**src/rtl/usb_tx_encoder.sv**
```systemverilog
// usb_tx_encoder
// Full-speed USB packet transmitter. It accepts a request from the protocol
// controller and serialises SYNC, PID, an optional payload with CRC16, then
// EOP onto the D+/D- pads. Bit stuffing and NRZI encoding are applied on the way out.
//
// Ports
//   clk                 system clock
//   n_rst               asynchronous active-low reset
//   tx_packet[1:0]      request: 00 idle, 01 data, 10 ACK, 11 NACK (sampled only in IDLE)
//   buffer_occupancy    bytes held in the data buffer (latched at acceptance)
//   tx_packet_data      show-ahead head byte of the data buffer
//   get_tx_packet_data  one-cycle pop strobe to the data buffer
//   tx_status           one-cycle pulse when the packet, including EOP, is done
//   tx_transfer_active  high from acceptance through the DONE cycle
//   dplus_out           registered D+ drive
//   dminus_out          registered D- drive
//
// Data buffer handshake: tx_packet_data must be valid whenever the buffer is
// non-empty. get_tx_packet_data is high for exactly one clk cycle. In that
// cycle the head byte is consumed, and the buffer advances to the next byte
// on the following edge. No back-pressure exists: the controller guarantees
// occupancy for the latched byte count.
//
// CLKS_PER_BIT must be at least 2. MAX_PAYLOAD must be in 1..127.

module usb_tx_encoder #(
  parameter int CLKS_PER_BIT = 4,
  parameter int MAX_PAYLOAD  = 64
) (
  input  logic       clk,
  input  logic       n_rst,
  input  logic [1:0] tx_packet,
  input  logic [6:0] buffer_occupancy,
  input  logic [7:0] tx_packet_data,
  output logic       get_tx_packet_data,
  output logic       tx_status,
  output logic       tx_transfer_active,
  output logic       dplus_out,
  output logic       dminus_out
);

  localparam int               DIV_W    = $clog2(CLKS_PER_BIT);
  localparam logic [DIV_W-1:0] DIV_LAST = DIV_W'(CLKS_PER_BIT - 1);
  localparam logic [6:0]       MAX_N    = 7'(MAX_PAYLOAD);

  localparam logic [1:0] REQ_IDLE = 2'b00;
  localparam logic [1:0] REQ_DATA = 2'b01;
  localparam logic [1:0] REQ_ACK  = 2'b10;

  localparam logic [7:0] SYNC_BYTE = 8'h80;
  localparam logic [7:0] PID_DATA0 = 8'hC3;
  localparam logic [7:0] PID_ACK   = 8'hD2;
  localparam logic [7:0] PID_NACK  = 8'h5A;

  // Reflected form of x^16+x^15+x^2+1, for an LSB-first shift register.
  localparam logic [15:0] CRC_POLY_REFL = 16'hA001;

  typedef enum logic [3:0] {
    S_IDLE,
    S_SYNC,
    S_PID,
    S_DATA,
    S_CRC_LO,
    S_CRC_HI,
    S_EOP_SE0,
    S_EOP_J,
    S_DONE
  } state_t;

  state_t           state, state_d;
  logic [DIV_W-1:0] div_cnt, div_d;
  logic [3:0]       bit_cnt, bit_d;
  logic [2:0]       ones_cnt, ones_d;
  logic [15:0]      crc, crc_d;
  logic [7:0]       shreg, shreg_d;
  logic             loaded, loaded_d;
  logic [1:0]       kind, kind_d;
  logic [6:0]       byte_total, total_d;
  logic [6:0]       byte_idx, idx_d;
  logic             dplus_d, dminus_d;

  logic        serial;
  logic        launch;
  logic        need_load;
  logic [7:0]  cur_byte;
  logic        stuff;
  logic        tx_bit;
  logic [15:0] crc_upd;
  logic [6:0]  idx_next;

  // Bit-serial states share the stuffing, NRZI and shift logic.
  assign serial = (state == S_SYNC) || (state == S_PID) || (state == S_DATA) ||
                  (state == S_CRC_LO) || (state == S_CRC_HI);

  // A new line level is launched in the first cycle of every bit period.
  // The line register then changes on the edge that ends that cycle.
  assign launch = (div_cnt == '0) && (state != S_IDLE) && (state != S_DONE);

  // A payload byte comes straight from the buffer head at the first launch
  // after the previous byte ended. It is held in shreg for the remaining bits.
  assign need_load = (state == S_DATA) && !loaded;
  assign cur_byte  = need_load ? tx_packet_data : shreg;
  assign stuff     = (ones_cnt == 3'd6);
  assign tx_bit    = stuff ? 1'b0 : cur_byte[0];
  assign crc_upd   = (crc >> 1) ^ ((crc[0] ^ cur_byte[0]) ? CRC_POLY_REFL : 16'h0000);
  assign idx_next  = byte_idx + 7'd1;

  assign tx_status          = (state == S_DONE);
  assign tx_transfer_active = (state != S_IDLE);

  always_ff @(posedge clk or negedge n_rst) begin
    if (!n_rst) begin
      state      <= S_IDLE;
      div_cnt    <= '0;
      bit_cnt    <= '0;
      ones_cnt   <= '0;
      crc        <= '0;
      shreg      <= '0;
      loaded     <= 1'b0;
      kind       <= REQ_IDLE;
      byte_total <= '0;
      byte_idx   <= '0;
      dplus_out  <= 1'b1;
      dminus_out <= 1'b0;
    end else begin
      state      <= state_d;
      div_cnt    <= div_d;
      bit_cnt    <= bit_d;
      ones_cnt   <= ones_d;
      crc        <= crc_d;
      shreg      <= shreg_d;
      loaded     <= loaded_d;
      kind       <= kind_d;
      byte_total <= total_d;
      byte_idx   <= idx_d;
      dplus_out  <= dplus_d;
      dminus_out <= dminus_d;
    end
  end

  always_comb begin
    state_d            = state;
    div_d              = div_cnt;
    bit_d              = bit_cnt;
    ones_d             = ones_cnt;
    crc_d              = crc;
    shreg_d            = shreg;
    loaded_d           = loaded;
    kind_d             = kind;
    total_d            = byte_total;
    idx_d              = byte_idx;
    dplus_d            = dplus_out;
    dminus_d           = dminus_out;
    get_tx_packet_data = 1'b0;

    if ((state == S_IDLE) || (state == S_DONE)) begin
      div_d = '0;
    end else begin
      div_d = (div_cnt == DIV_LAST) ? '0 : div_cnt + 1'b1;
    end

    case (state)
      S_IDLE: begin
        dplus_d  = 1'b1;
        dminus_d = 1'b0;
        if (tx_packet != REQ_IDLE) begin
          state_d  = S_SYNC;
          kind_d   = tx_packet;
          shreg_d  = SYNC_BYTE;
          bit_d    = '0;
          ones_d   = '0;
          crc_d    = 16'hFFFF;
          loaded_d = 1'b0;
          idx_d    = '0;
          if (tx_packet == REQ_DATA) begin
            total_d = (buffer_occupancy > MAX_N) ? MAX_N : buffer_occupancy;
          end else begin
            total_d = '0;
          end
        end
      end

      S_SYNC, S_PID, S_DATA, S_CRC_LO, S_CRC_HI: begin
        if (launch) begin
          // NRZI: a 0 toggles J<->K, a 1 holds the line.
          dplus_d  = tx_bit ? dplus_out  : ~dplus_out;
          dminus_d = tx_bit ? dminus_out : ~dminus_out;

          if (need_load) begin
            get_tx_packet_data = 1'b1;
            shreg_d            = tx_packet_data;
            loaded_d           = 1'b1;
          end

          if (stuff) begin
            // The inserted 0 costs a bit time without consuming a data bit.
            ones_d = '0;
            if ((state == S_CRC_HI) && bit_cnt[3]) begin
              state_d = S_EOP_SE0;
              bit_d   = '0;
            end
          end else begin
            ones_d  = cur_byte[0] ? ones_cnt + 3'd1 : 3'd0;
            shreg_d = {1'b0, cur_byte[7:1]};
            if (state == S_DATA) begin
              crc_d = crc_upd;
            end

            if (bit_cnt == 4'd7) begin
              bit_d    = '0;
              loaded_d = 1'b0;
              case (state)
                S_SYNC: begin
                  state_d = S_PID;
                  if (kind == REQ_DATA) begin
                    shreg_d = PID_DATA0;
                  end else if (kind == REQ_ACK) begin
                    shreg_d = PID_ACK;
                  end else begin
                    shreg_d = PID_NACK;
                  end
                end
                S_PID: begin
                  if (kind != REQ_DATA) begin
                    state_d = S_EOP_SE0;
                  end else if (byte_total == '0) begin
                    state_d = S_CRC_LO;
                    shreg_d = ~crc[7:0];
                  end else begin
                    state_d = S_DATA;
                  end
                end
                S_DATA: begin
                  idx_d = idx_next;
                  if (idx_next == byte_total) begin
                    state_d = S_CRC_LO;
                    // The final payload bit is folded in this same cycle.
                    shreg_d = ~crc_upd[7:0];
                  end
                end
                S_CRC_LO: begin
                  state_d = S_CRC_HI;
                  shreg_d = ~crc[15:8];
                end
                default: begin
                  // If the last CRC bit completes a run of six 1s, one stuffed 0
                  // is still owed. bit_cnt=8 parks here until the stuffed 0 is sent.
                  if (cur_byte[0] && (ones_cnt == 3'd5)) begin
                    bit_d = 4'd8;
                  end else begin
                    state_d = S_EOP_SE0;
                  end
                end
              endcase
            end else begin
              bit_d = bit_cnt + 4'd1;
            end
          end
        end
      end

      S_EOP_SE0: begin
        if (launch) begin
          dplus_d  = 1'b0;
          dminus_d = 1'b0;
          if (bit_cnt == 4'd1) begin
            state_d = S_EOP_J;
            bit_d   = '0;
          end else begin
            bit_d = bit_cnt + 4'd1;
          end
        end
      end

      S_EOP_J: begin
        // The first launch drives J. The second launch marks the end of the J bit time.
        if (launch) begin
          dplus_d  = 1'b1;
          dminus_d = 1'b0;
          if (bit_cnt == 4'd1) begin
            state_d = S_DONE;
            bit_d   = '0;
          end else begin
            bit_d = 4'd1;
          end
        end
      end

      S_DONE: begin
        state_d = S_IDLE;
      end

      default: begin
        state_d = S_IDLE;
      end
    endcase
  end

endmodule
```
**config.mk**
```make
export PLATFORM = sky130hd
export DESIGN_NAME = usb_tx_encoder
export DESIGN_NICKNAME = d
export VERILOG_FILES = /design/src/rtl/usb_tx_encoder.sv
export SDC_FILE = /design/constraint.sdc
export NUM_CORES = 1
export LEC_CHECK = 0
export ABC_AREA = 1
export BUFFER_PORTS_ARGS = -buffer_cell sky130_fd_sc_hd__clkbuf_2
export CORE_UTILIZATION = 50
export CTS_CLUSTER_DIAMETER = 100
export CTS_CLUSTER_SIZE = 10
export DETAILED_ROUTE_END_ITERATION = 10
export PLACE_DENSITY = 0.77
export SKIP_CTS_REPAIR_TIMING = 1
export SLEW_MARGIN = 30
export SYNTH_ARGS = -nofsm -noshare
export SYNTH_HDL_FRONTEND = slang
export SYNTH_SLANG_ARGS = --single-unit
```
**constraint.sdc**
```tcl
create_clock -name clk -period 2.2 [get_ports clk]
set_input_delay 0.44 -clock clk [delete_from_list [all_inputs] [get_ports clk]]
set_output_delay 0.44 -clock clk [all_outputs]
set_load 0.1 [all_outputs]
```
== Yosys cells after proc, flatten, opt, wreduce, memory -nomap -nowiden ==
Cells that the tools add are included.
Storage, ports and cells
  flip-flop bits (word level): 56
  input bits: 19
  output and inout port bits: 5
  logic and storage cells: 162
Cells by class
  $add $sub $neg: 4
  $lt $le $gt $ge: 1
  eq/ne operators: 34
  muxes and demuxes: 78
  bitwise gates (word level): 7
  reductions and logical operators: 26
Operators with widths (count)
  4-bit 2-to-1 mux: 21
  16-bit 2-to-1 mux: 5
  8-bit 2-to-1 mux: 10
  7-bit 2-to-1 mux: 7
  4-bit one-hot mux with 4 select lines: 3
  16-bit one-hot mux with 2 select lines: 1
  8-bit one-hot mux with 4 select lines: 1
  8-bit NOT: 3
  4-bit by 3-bit == test with 1-bit output, second input constant: 5
  3-bit 2-to-1 mux: 6
  2-bit != test, second input constant: 9
  1-bit 2-to-1 mux: 16
  8-bit one-hot mux with 2 select lines: 1
  15-bit by 16-bit XOR with 16-bit output: 1
  7-bit one-hot mux with 2 select lines: 1
  6-bit AND reduction: 2
  10-bit AND reduction: 1
  5-bit AND reduction: 2
  4-bit by 1-bit == test with 1-bit output, second input constant: 2
  4-bit by 2-bit == test with 1-bit output, second input constant: 2
  4-bit != test, second input constant: 2
  4-bit nonzero test: 2
  7-bit by 1-bit adder with 7-bit output, second input constant: 1
  7-bit == test: 1
  32 further kinds: 45

== Longest topological paths before layout ==
Gate-level depths: netlist (run 1).
  depth after elaboration: 13
  depth in mapped cells: 17
  depth with buffers taken out: 17

== Least setup slack after synthesis (run 1) ==
Ideal clock, no wire load.
  path kind: reg-to-output
  start point: register state[3]
  end point: output get_tx_packet_data
  arrival: 2110 ps
  data required time: 1760 ps
  setup slack: -350 ps
  cell stages (with the launch flop): 4
  path buffers: 0
  cells stage by stage: dfrtp_1 -> nor2_1 -> nand3_1 -> nor2_1
On the way
  longest elaborated chain between the ends: 5
  elaborated cells on any way between the ends: 14
  classes of those cells: eq/ne (6); mux (3); reduce/logical (5)
RTL lines
  start, declared: line 70  | state_t state, state_d;
  start signal, assigned: line 126  | state <= state_d;
  4-bit by 2-bit == test with 1-bit output or 4-bit nonzero test (tied branches): line 101, 162, 97
  1-bit logical AND (on tied branches): line 101, 97
  1-bit 2-to-1 mux or 1-bit logical AND (tied branches): line 189, 97
  1-bit 2-to-1 mux: line 184  | if (launch) begin
  1-bit 2-to-1 mux (*): line 162  | case (state)
  end, declared: line 35  | output logic get_tx_packet_data,
Mark *: on every way between the ends. The rest lies on a longest branch, timed or not.

== Final worst setup path (run 1) ==
  start point: register state[2]
  end point: output tx_transfer_active
On the way
  longest elaborated chain between the ends: 1
RTL lines
  4-bit nonzero test: line 109  | assign tx_transfer_active = (state != S_IDLE);
  end, declared: line 37  | output logic tx_transfer_active,
Every way passes these cells.

==> results.ini, run 1 <==
[timing]
drv_slew=0
fmax_mhz=472.6
fin_tns_setup_ps=0
fin_crit_sh=0.9618
fin_crit_ps=2116
hold_viol_final=0
fin_worst_skew_ps=9.114
max_slew_margin=0.6148
hold_ws_ps=101.2
setup_viol=0
tightest_slew_ps=577.8

[worst_setup_path]
worst_ep_required_time_ps=1760
critPathSlowestCell=dfrtp_1
critPathCapture=tx_transfer_active
critical_path.max_stage_delay_ps=470
cp_max_fo=6
worstReg2RegStart=state[2]$_DFFE_PN0P_
r2r_end=byte_idx[5]$_DFFE_PN0P_
start_kind=flop
endpoint_kind=output port
r2r_setup_slack_ps=200
crit_chain=inv_2, nand2_4, nor2_4, clkinvlp_4, buf_4
crit_arrival_ps=1680
path_class=flop to output port
cp-startpoint=state[2]$_DFFE_PN0P_
rr_worst_depth=11

[clock_network]
clk_latency_ps=320
clockBufferDepth=2
clkTransAtPathRegs_ps=100
root_buffer=clkbuf_8
cts_tree=built
cts_htree_levels=2
numCtsBuffers=5
clock-sinks=56

[synth]
synth_common_cells=117 x nand2_1, 82 x inv_1, 55 x dfrtp_1
avgSynthCellArea_um2=7.359
ys_ff_latch=56
synthArstFlopShare=1.000
yosysWarningCount=0
synth_top_area_frac=0.3756
synth_area_um2=3665
syn_nets=526
yosys.area.top_type=dfrtp_1
seq_area_frac_synth=0.3827
synthCells=498
synth.most_common_cell=nand2_1
ys.flop_type=dfrtp_1
ys_types=40
synth_edf_count=0
synthTopCellsByArea=dfrtp_1 38%, nand2_1 12%, inv_1 8.4%

[pwr]
p_leak_uw=0.002052
ir_worst_vdd_mv=0.6691
total_power_uw=5885
p_per_area_nw_per_um2=1413

[status]
status=finished, final reports clean

[worst_hold_path]
hp-class=input port to async pin

[floorplanning]
die_h_um=87.61
die_w_um=87.61
start_util=0.5277
fp.dieArea_um2=7676
rows=30
core_um2=6944
ios=24

[routing]
via_count=3427
route.detailed.drc=0
drt-vias-per-instance=5.405
drt-total-wl_um=9066
dr.pass1.iters=6
post_drt_wl_per_cell_um=14.30
detail-route-antenna-nets=0
first_iter_violations=272

[place]
gp_congestion=0.9248
dpl.hpwl_um=6931
io_buffers=23
dpl-instance-area_um2=3984

[finish]
drive_above_1_share=0.1784
area_growth_pct=13.69
nets=565
fin_area_um2=4167
n_antenna_cell=0

[grt]
grt_pass1_wl_um=15000
overflow=0
grt_pass1_vias=3187
grt_antenna_before_repair=0
grt_usage=0.2539
grt_max_degree=37

[run]
drv_cap=0

-- cells in the final DEF (no fill, tap or decap), types with 10 or more instances in the layout --
cell      instances
a21oi_1          22
a22oi_1          12
buf_4            16
clkbuf_2         20
dfrtp_1          54
inv_1            78
nand2_1         116
nand3_1          35
nand4_1          12
nor2_1           33
nor2_2           10
o21ai_0          29
o22ai_1          13
-- critical path, delay by kind of cell (launching register included) --
kind,cells,cell delay [ps]
flip-flops,1,470
buffers and inverters,3,610
AND/OR/NAND/NOR,2,270
-- final cells by class --
class	instances	area, um^2
fill	618	2778
multi-input combinational	345	1913
clock inverter	3	47.55
tap	96	120.1
clock buffer	5	68.82
inverter	91	352.8
sequential	56	1404
timing repair buffer	38	260.3
-- cell families after synthesis --
group                    Yosys count  synth area share
AO/OA/AOI/OAI                     96            0.1577
XOR/XNOR                           7           0.01673
adder cells (fa/ha/maj)            9           0.03073
buffers and inverters             97            0.1130
flip-flops                        56            0.3827
AND/OR/NAND/NOR                  233            0.2991
-- how the worst min path moves through the flow --
stage,startpoint,end,slack (ps),cells past startpoint
after CTS,n_rst,bit_cnt[1]$_DFFE_PN0P_,120,1
after detailed placement,n_rst,div_cnt[0]$_DFF_PN0_,460,1
after global routing,n_rst,bit_cnt[0]$_DFFE_PN0P_,150,1
after floorplan,n_rst,bit_cnt[0]$_DFFE_PN0P_,140,0
after global placement,n_rst,div_cnt[0]$_DFF_PN0_,450,1
final,n_rst,div_cnt[1]$_DFF_PN0_,100,1
-- flip-flops by register name, indices dropped and copies added (netlist names) --
name        count
dplus_out       1
kind            2
byte_total      7
div_cnt         2
ones_cnt        3
dminus_out      1
byte_idx        7
state           4
bit_cnt         4
shreg           8
loaded          1
crc            16
-- report_power, final --
part           internal [uW]  leakage (uW)  switching (uW)  total (uW)
combinational           1150       0.00132            2440        3580
sequential              1360      0.000675             243        1600
clock                    344     0.0000583             358         701
-- per-stage QoR --
stage	std cells	setup slack, ps	util
floorplan	498	-14.47	-
global placement	624	100.5	0.5737
detailed placement	624	19.82	0.5737
CTS	632	-43.16	0.5905
global route	634	-17.80	0.6000
finish	634	84.10	0.6000
-- metal layers --
layer / track usage / vias to the layer above / routed length, um / part of all wire
met1: 0.3522 / 1568 / 4129 / 0.46
met3: 0.03393 / 25 / 495 / 0.055
met4: 0.08495 / 0 / 232 / 0.026
met2: 0.4119 / 134 / 4208 / 0.46
met5: 0 / - / 0 / 0
li1: - / 1700 / - / -
Power figures use the tool's default switching activity.
==> run 2, diff against run 1 <==
- REMOVE_ABC_BUFFERS: unset -> 1
==> run 2 against run 1 <==
Compared with the run above: total power is 2.2% higher; via count hardly changed; sequential share of layout area is 0.58 points lower; routed wire length is 1.5% lower; largest cell class unchanged; utilization is 0.99 points higher; largest power group unchanged; sequential power hardly changed; setup slack better by 31 ps; fmax is 1.5% higher; combinational power is 4% higher; final area is 1.7% higher; sequential cell count stayed put; die area stayed put.
==> results.ini, run 2 (same netlist as run 1, synthesis figures left out) <==
[status]
status=finished, final reports clean

[floorplanning]
die_h_um=87.61
rows=30
core_um2=6944
ios=24
start_util=0.5277
die_w_um=87.61
fp.dieArea_um2=7676

[timing]
fin_crit_sh=0.9475
drv_slew=0
setup_viol=0
hold_viol_final=0
fin_worst_skew_ps=5.298
max_slew_margin=0.6428
fmax_mhz=479.7
fin_crit_ps=2084
tightest_slew_ps=538.0
hold_ws_ps=92.95

[finish]
mostFrequentLayoutCells=114 x nand2_1, 81 x inv_1, 55 x dfrtp_1
drive_above_1_share=0.1853
reg_top3=crc x16, shreg x8
n_antenna_cell=0
top_register=crc
largest_reg_flops=16
final_util=0.6099
area_growth_pct=15.57
nets=572
num-fill-cells=648
seqCellArea_um2=1403
multiInputGateArea_um2=1913
layout_commonest_cell=nand2_1

[run]
drv_cap=0

[clock_network]
cts_htree_levels=2
clk_latency_ps=320
clock-sinks=56
cts_tree=built
numCtsBuffers=5
clockBufferDepth=2
root_buffer=clkbuf_8
clkTransAtPathRegs_ps=100

[grt]
grt_usage=0.2449
grt_pass1_vias=3059
grt_max_degree=57
overflow=0
grt_pass1_wl_um=14510
grt_antenna_before_repair=0

[pwr]
ir_worst_vdd_mv=0.8923
pwr-share-seq=0.265
swShare=0.5080
comb_power_share=0.619
p_leak_uw=0.002090
p_per_area_nw_per_um2=1420
clock_power_share=0.116
p_int_uw=2959
p_sw_uw=3054

[place]
gp_congestion=0.8889
dpl.hpwl_um=6705
io_buffers=23

[routing]
post_drt_wl_per_cell_um=13.93
drt-vias-per-instance=5.351
dr.pass1.iters=5
detail-route-antenna-nets=0
drt-total-wl_um=8926
first_iter_violations=293
via_count=3430
route.detailed.drc=0

[worst_setup_path]
endpoint_kind=output port
cp_max_fo=5
crit_arrival_ps=1640
worst_ep_required_time_ps=1760
start_kind=flop
path_class=flop to output port
r2r_setup_slack_ps=130

[worst_hold_path]
hp-class=input port to async pin

[run 2: power by group through the flow]
stage	Sequential [uW]	Combinational [uW]	Clock [uW]
4_1_cts	1590	3520	722
6_report	1590	3720	700
3_5_place_dp	1610	3500	0
3_3_place_gp	1590	3440	0
5_1_grt	1630	4110	759
2_1_floorplan	1690	2420	0
[run 2: per-stage QoR]
step / power [uW] / std cells / setup TNS, ps / setup slack (ps) / cell area, um^2
after floorplan: 4109 / 492 / -952.7 / -349.9 / 3597
final: 6013 / 641 / 0 / 115.6 / 4235
after global placement: 5033 / 628 / 0 / 145.2 / 4005
after detailed placement: 5110 / 628 / 0 / 111.9 / 4005
after global routing: 6502 / 641 / -18.15 / -15.65 / 4235
after CTS: 5831 / 636 / -36.42 / -36.42 / 4120
[run 2: path summary, 6_finish.rpt]
kind | start | end | cells after the start
hold reg to reg | div_cnt[0]$_DFF_PN0_ | div_cnt[0]$_DFF_PN0_ | 1
setup reg to reg | state[3]$_DFFE_PN0P_ | shreg[0]$_DFFE_PN0P_ | 14
hold / removal | n_rst | div_cnt[0]$_DFF_PN0_ | 2
setup / recovery | state[0]$_DFFE_PN0P_ | tx_status | 7
min in group clk | tx_packet[0] | kind[0]$_DFFE_PN0P_ | 3
max in group asynchronous | n_rst | dplus_out$_DFFE_PN1P_ | 2
[run 2: area by class of cell]
cell class	count	share of cell area
multi-input cells	345	0.4517
flip-flops and latches	56	0.3312
inverters	91	0.08390
repair buffers	45	0.07770
well taps	96	0.02836
clock buffers	5	0.01625
clock inverters	3	0.01093
[run 2: critical path, cell delays in order, from the launching register on]
cell,delay (ps)
dfrtp_1,430
inv_2,100
nand2_4,90
nor2_4,100
buf_4,140
inv_1,70
nor2_1,150
buf_6,250
[run 2: per-layer routing]
metal  part of all wire  vias up  track usage
li1                   -     1715            -
met1               0.47     1597       0.3570
met2               0.46      113       0.3885
met3              0.060        5      0.02733
met4             0.0085        0      0.06408
met5                  0        -            0
==> run 3, diff against run 2 <==
- CTS_BUF_LIST: unset -> sky130_fd_sc_hd__clkbuf_2
==> run 3 against run 2 <==
Compared with the run above: non-clock buffer count grew 12; clock power shrank 23%; fmax shrank 4.3%; largest power group unchanged; critical path depth grew 1.
==> results.ini, run 3 (same netlist as run 1, synthesis figures left out) <==
[pwr]
p_sw_uw=3115
comb_power_share=0.648
p_int_uw=2938
p_per_area_nw_per_um2=1406
p_leak_uw=0.002140
swShare=0.5146
ir_worst_vdd_mv=0.8901
clock_power_share=0.089
pwr-share-seq=0.262

[place]
io_buffers=23
gp_congestion=0.8889
dpl-instance-area_um2=4005
dpl.hpwl_um=6705

[worst_setup_path]
start_kind=flop
worst_ep_required_time_ps=1760
endpoint_kind=output port
critical_path.max_stage_delay_ps=470
crit_chain=inv_2, nand2_4, nor2_4, buf_6, nor2_4, inv_2, nor2_4, buf_12
path_class=flop to output port
critPathMostFrequentCell=nor2_4
critPathSlowestCell=dfrtp_1
crit_arrival_ps=1740
worstReg2RegStart=state[0]$_DFFE_PN0P_
cp_max_fo=5
cp-startpoint=state[0]$_DFFE_PN0P_

[worst_hold_path]
hp-class=input port to flop
min-delay-start=tx_packet[0]

[clock_network]
clkTransAtPathRegs_ps=300
cts_tree=built
cts_htree_levels=2
clock-sinks=56
root_buffer=clkbuf_2
clk_latency_ps=470
clockBufferDepth=2
numCtsBuffers=5

[timing]
tightest_slew_ps=538.0
max_slew_margin=0.6429
rsz0062_at_grt=yes
drv_slew=0
fin_worst_skew_ps=27.08
fmax_mhz=459.2
hold_viol_final=0
setup_viol=0
fin_crit_sh=0.9899
fin_crit_ps=2178

[status]
status=finished, final reports clean

[finish]
fin_area_um2=4307
reg_top3=crc x16, shreg x8
top_register=crc
area_growth_pct=17.51
final_util=0.6202
nets=584
layout_commonest_cell=nand2_1
largest_reg_flops=16
n_antenna_cell=0
mostFrequentLayoutCells=115 x nand2_1, 78 x inv_1, 53 x dfrtp_1
drive_above_1_share=0.2118

[floorplanning]
die_h_um=87.61
ios=24
fp.dieArea_um2=7676
die_w_um=87.61
core_um2=6944
rows=30
start_util=0.5277

[routing]
route.detailed.drc=0
via_count=3482
drt-vias-per-instance=5.332
dr.pass1.iters=5
post_drt_wl_per_cell_um=13.97
first_iter_violations=301
drt-total-wl_um=9123
detail-route-antenna-nets=0

[grt]
grt_antenna_before_repair=0
overflow=0
grt_usage=0.2413
grt_max_degree=57
grt_pass1_vias=3071
grt_pass1_wl_um=14400

[run]
drv_cap=0

run 3: cell types whose count changed in the layout (fill, tap and decap cells not counted), moves of 2 or more:
cell | previous run | this run
buf_4 | 21 | 30
nor2_1 | 33 | 31
clkbuf_8 | 5 | 0
clkbuf_2 | 20 | 25
dfrtp_1 | 55 | 53
inv_1 | 81 | 78
inv_2 | 4 | 8
dfrtp_2 | 0 | 2
run 3: path summary, 6_finish.rpt:
path	slack, ps	depth (start not counted)	endpoint
setup reg to reg	100	12	byte_idx[3]$_DFFE_PN0P_
hold reg to reg	490	1	div_cnt[0]$_DFF_PN0_
max in group asynchronous	1480	3	dplus_out$_DFFE_PN1P_
hold / removal	180	3	kind[0]$_DFFE_PN0P_
setup / recovery	20	8	get_tx_packet_data
min in group asynchronous	440	3	div_cnt[0]$_DFF_PN0_
run 3: critical path: cells and delay by family, from the launching register on:
| family | cells | cell delay [ps] |
|---|---|---|
| buf+inv | 4 | 460 |
| flops | 1 | 470 |
| simple gates | 4 | 340 |
run 3: layout make-up:
class	count	area, um^2
clock buffer	5	25.02
clock inverter	3	46.29
fill	634	2638
inverter	91	351.6
multi-input combinational	345	1921
sequential	56	1405
tap	96	120.1
timing repair buffer	57	437.9
run 3: metal layers:
layer / vias up / wire (um) / track usage
met5: - / 0 / 0
met4: 0 / 102 / 0.04620
met3: 12 / 576 / 0.03016
met2: 127 / 4283 / 0.3885
met1: 1606 / 4160 / 0.3516
li1: 1737 / - / -
run 3: stage by stage:
stage / instances / setup TNS, ps / worst slack [ps] / hold WS [ps] / total power (uW)
after floorplan: 492 / -952.7 / -349.9 / 144.4 / 4109
after global placement: 628 / 0 / 145.2 / 454.8 / 5033
after detailed placement: 628 / 0 / 111.9 / 466.4 / 5110
after CTS: 636 / -470.5 / -246.5 / -87.26 / 5662
after global routing: 653 / -327.1 / -85.78 / 157.4 / 6536
final: 653 / 0 / 22.12 / 175.5 / 6053
run 3: power groups by stage:
stage / clock (uW) / sequential [uW] / combinational [uW]
4_1_cts: 557 / 1580 / 3520
6_report: 541 / 1590 / 3920
3_3_place_gp: 0 / 1590 / 3440
5_1_grt: 590 / 1630 / 4320
3_5_place_dp: 0 / 1610 / 3500
2_1_floorplan: 0 / 1690 / 2420
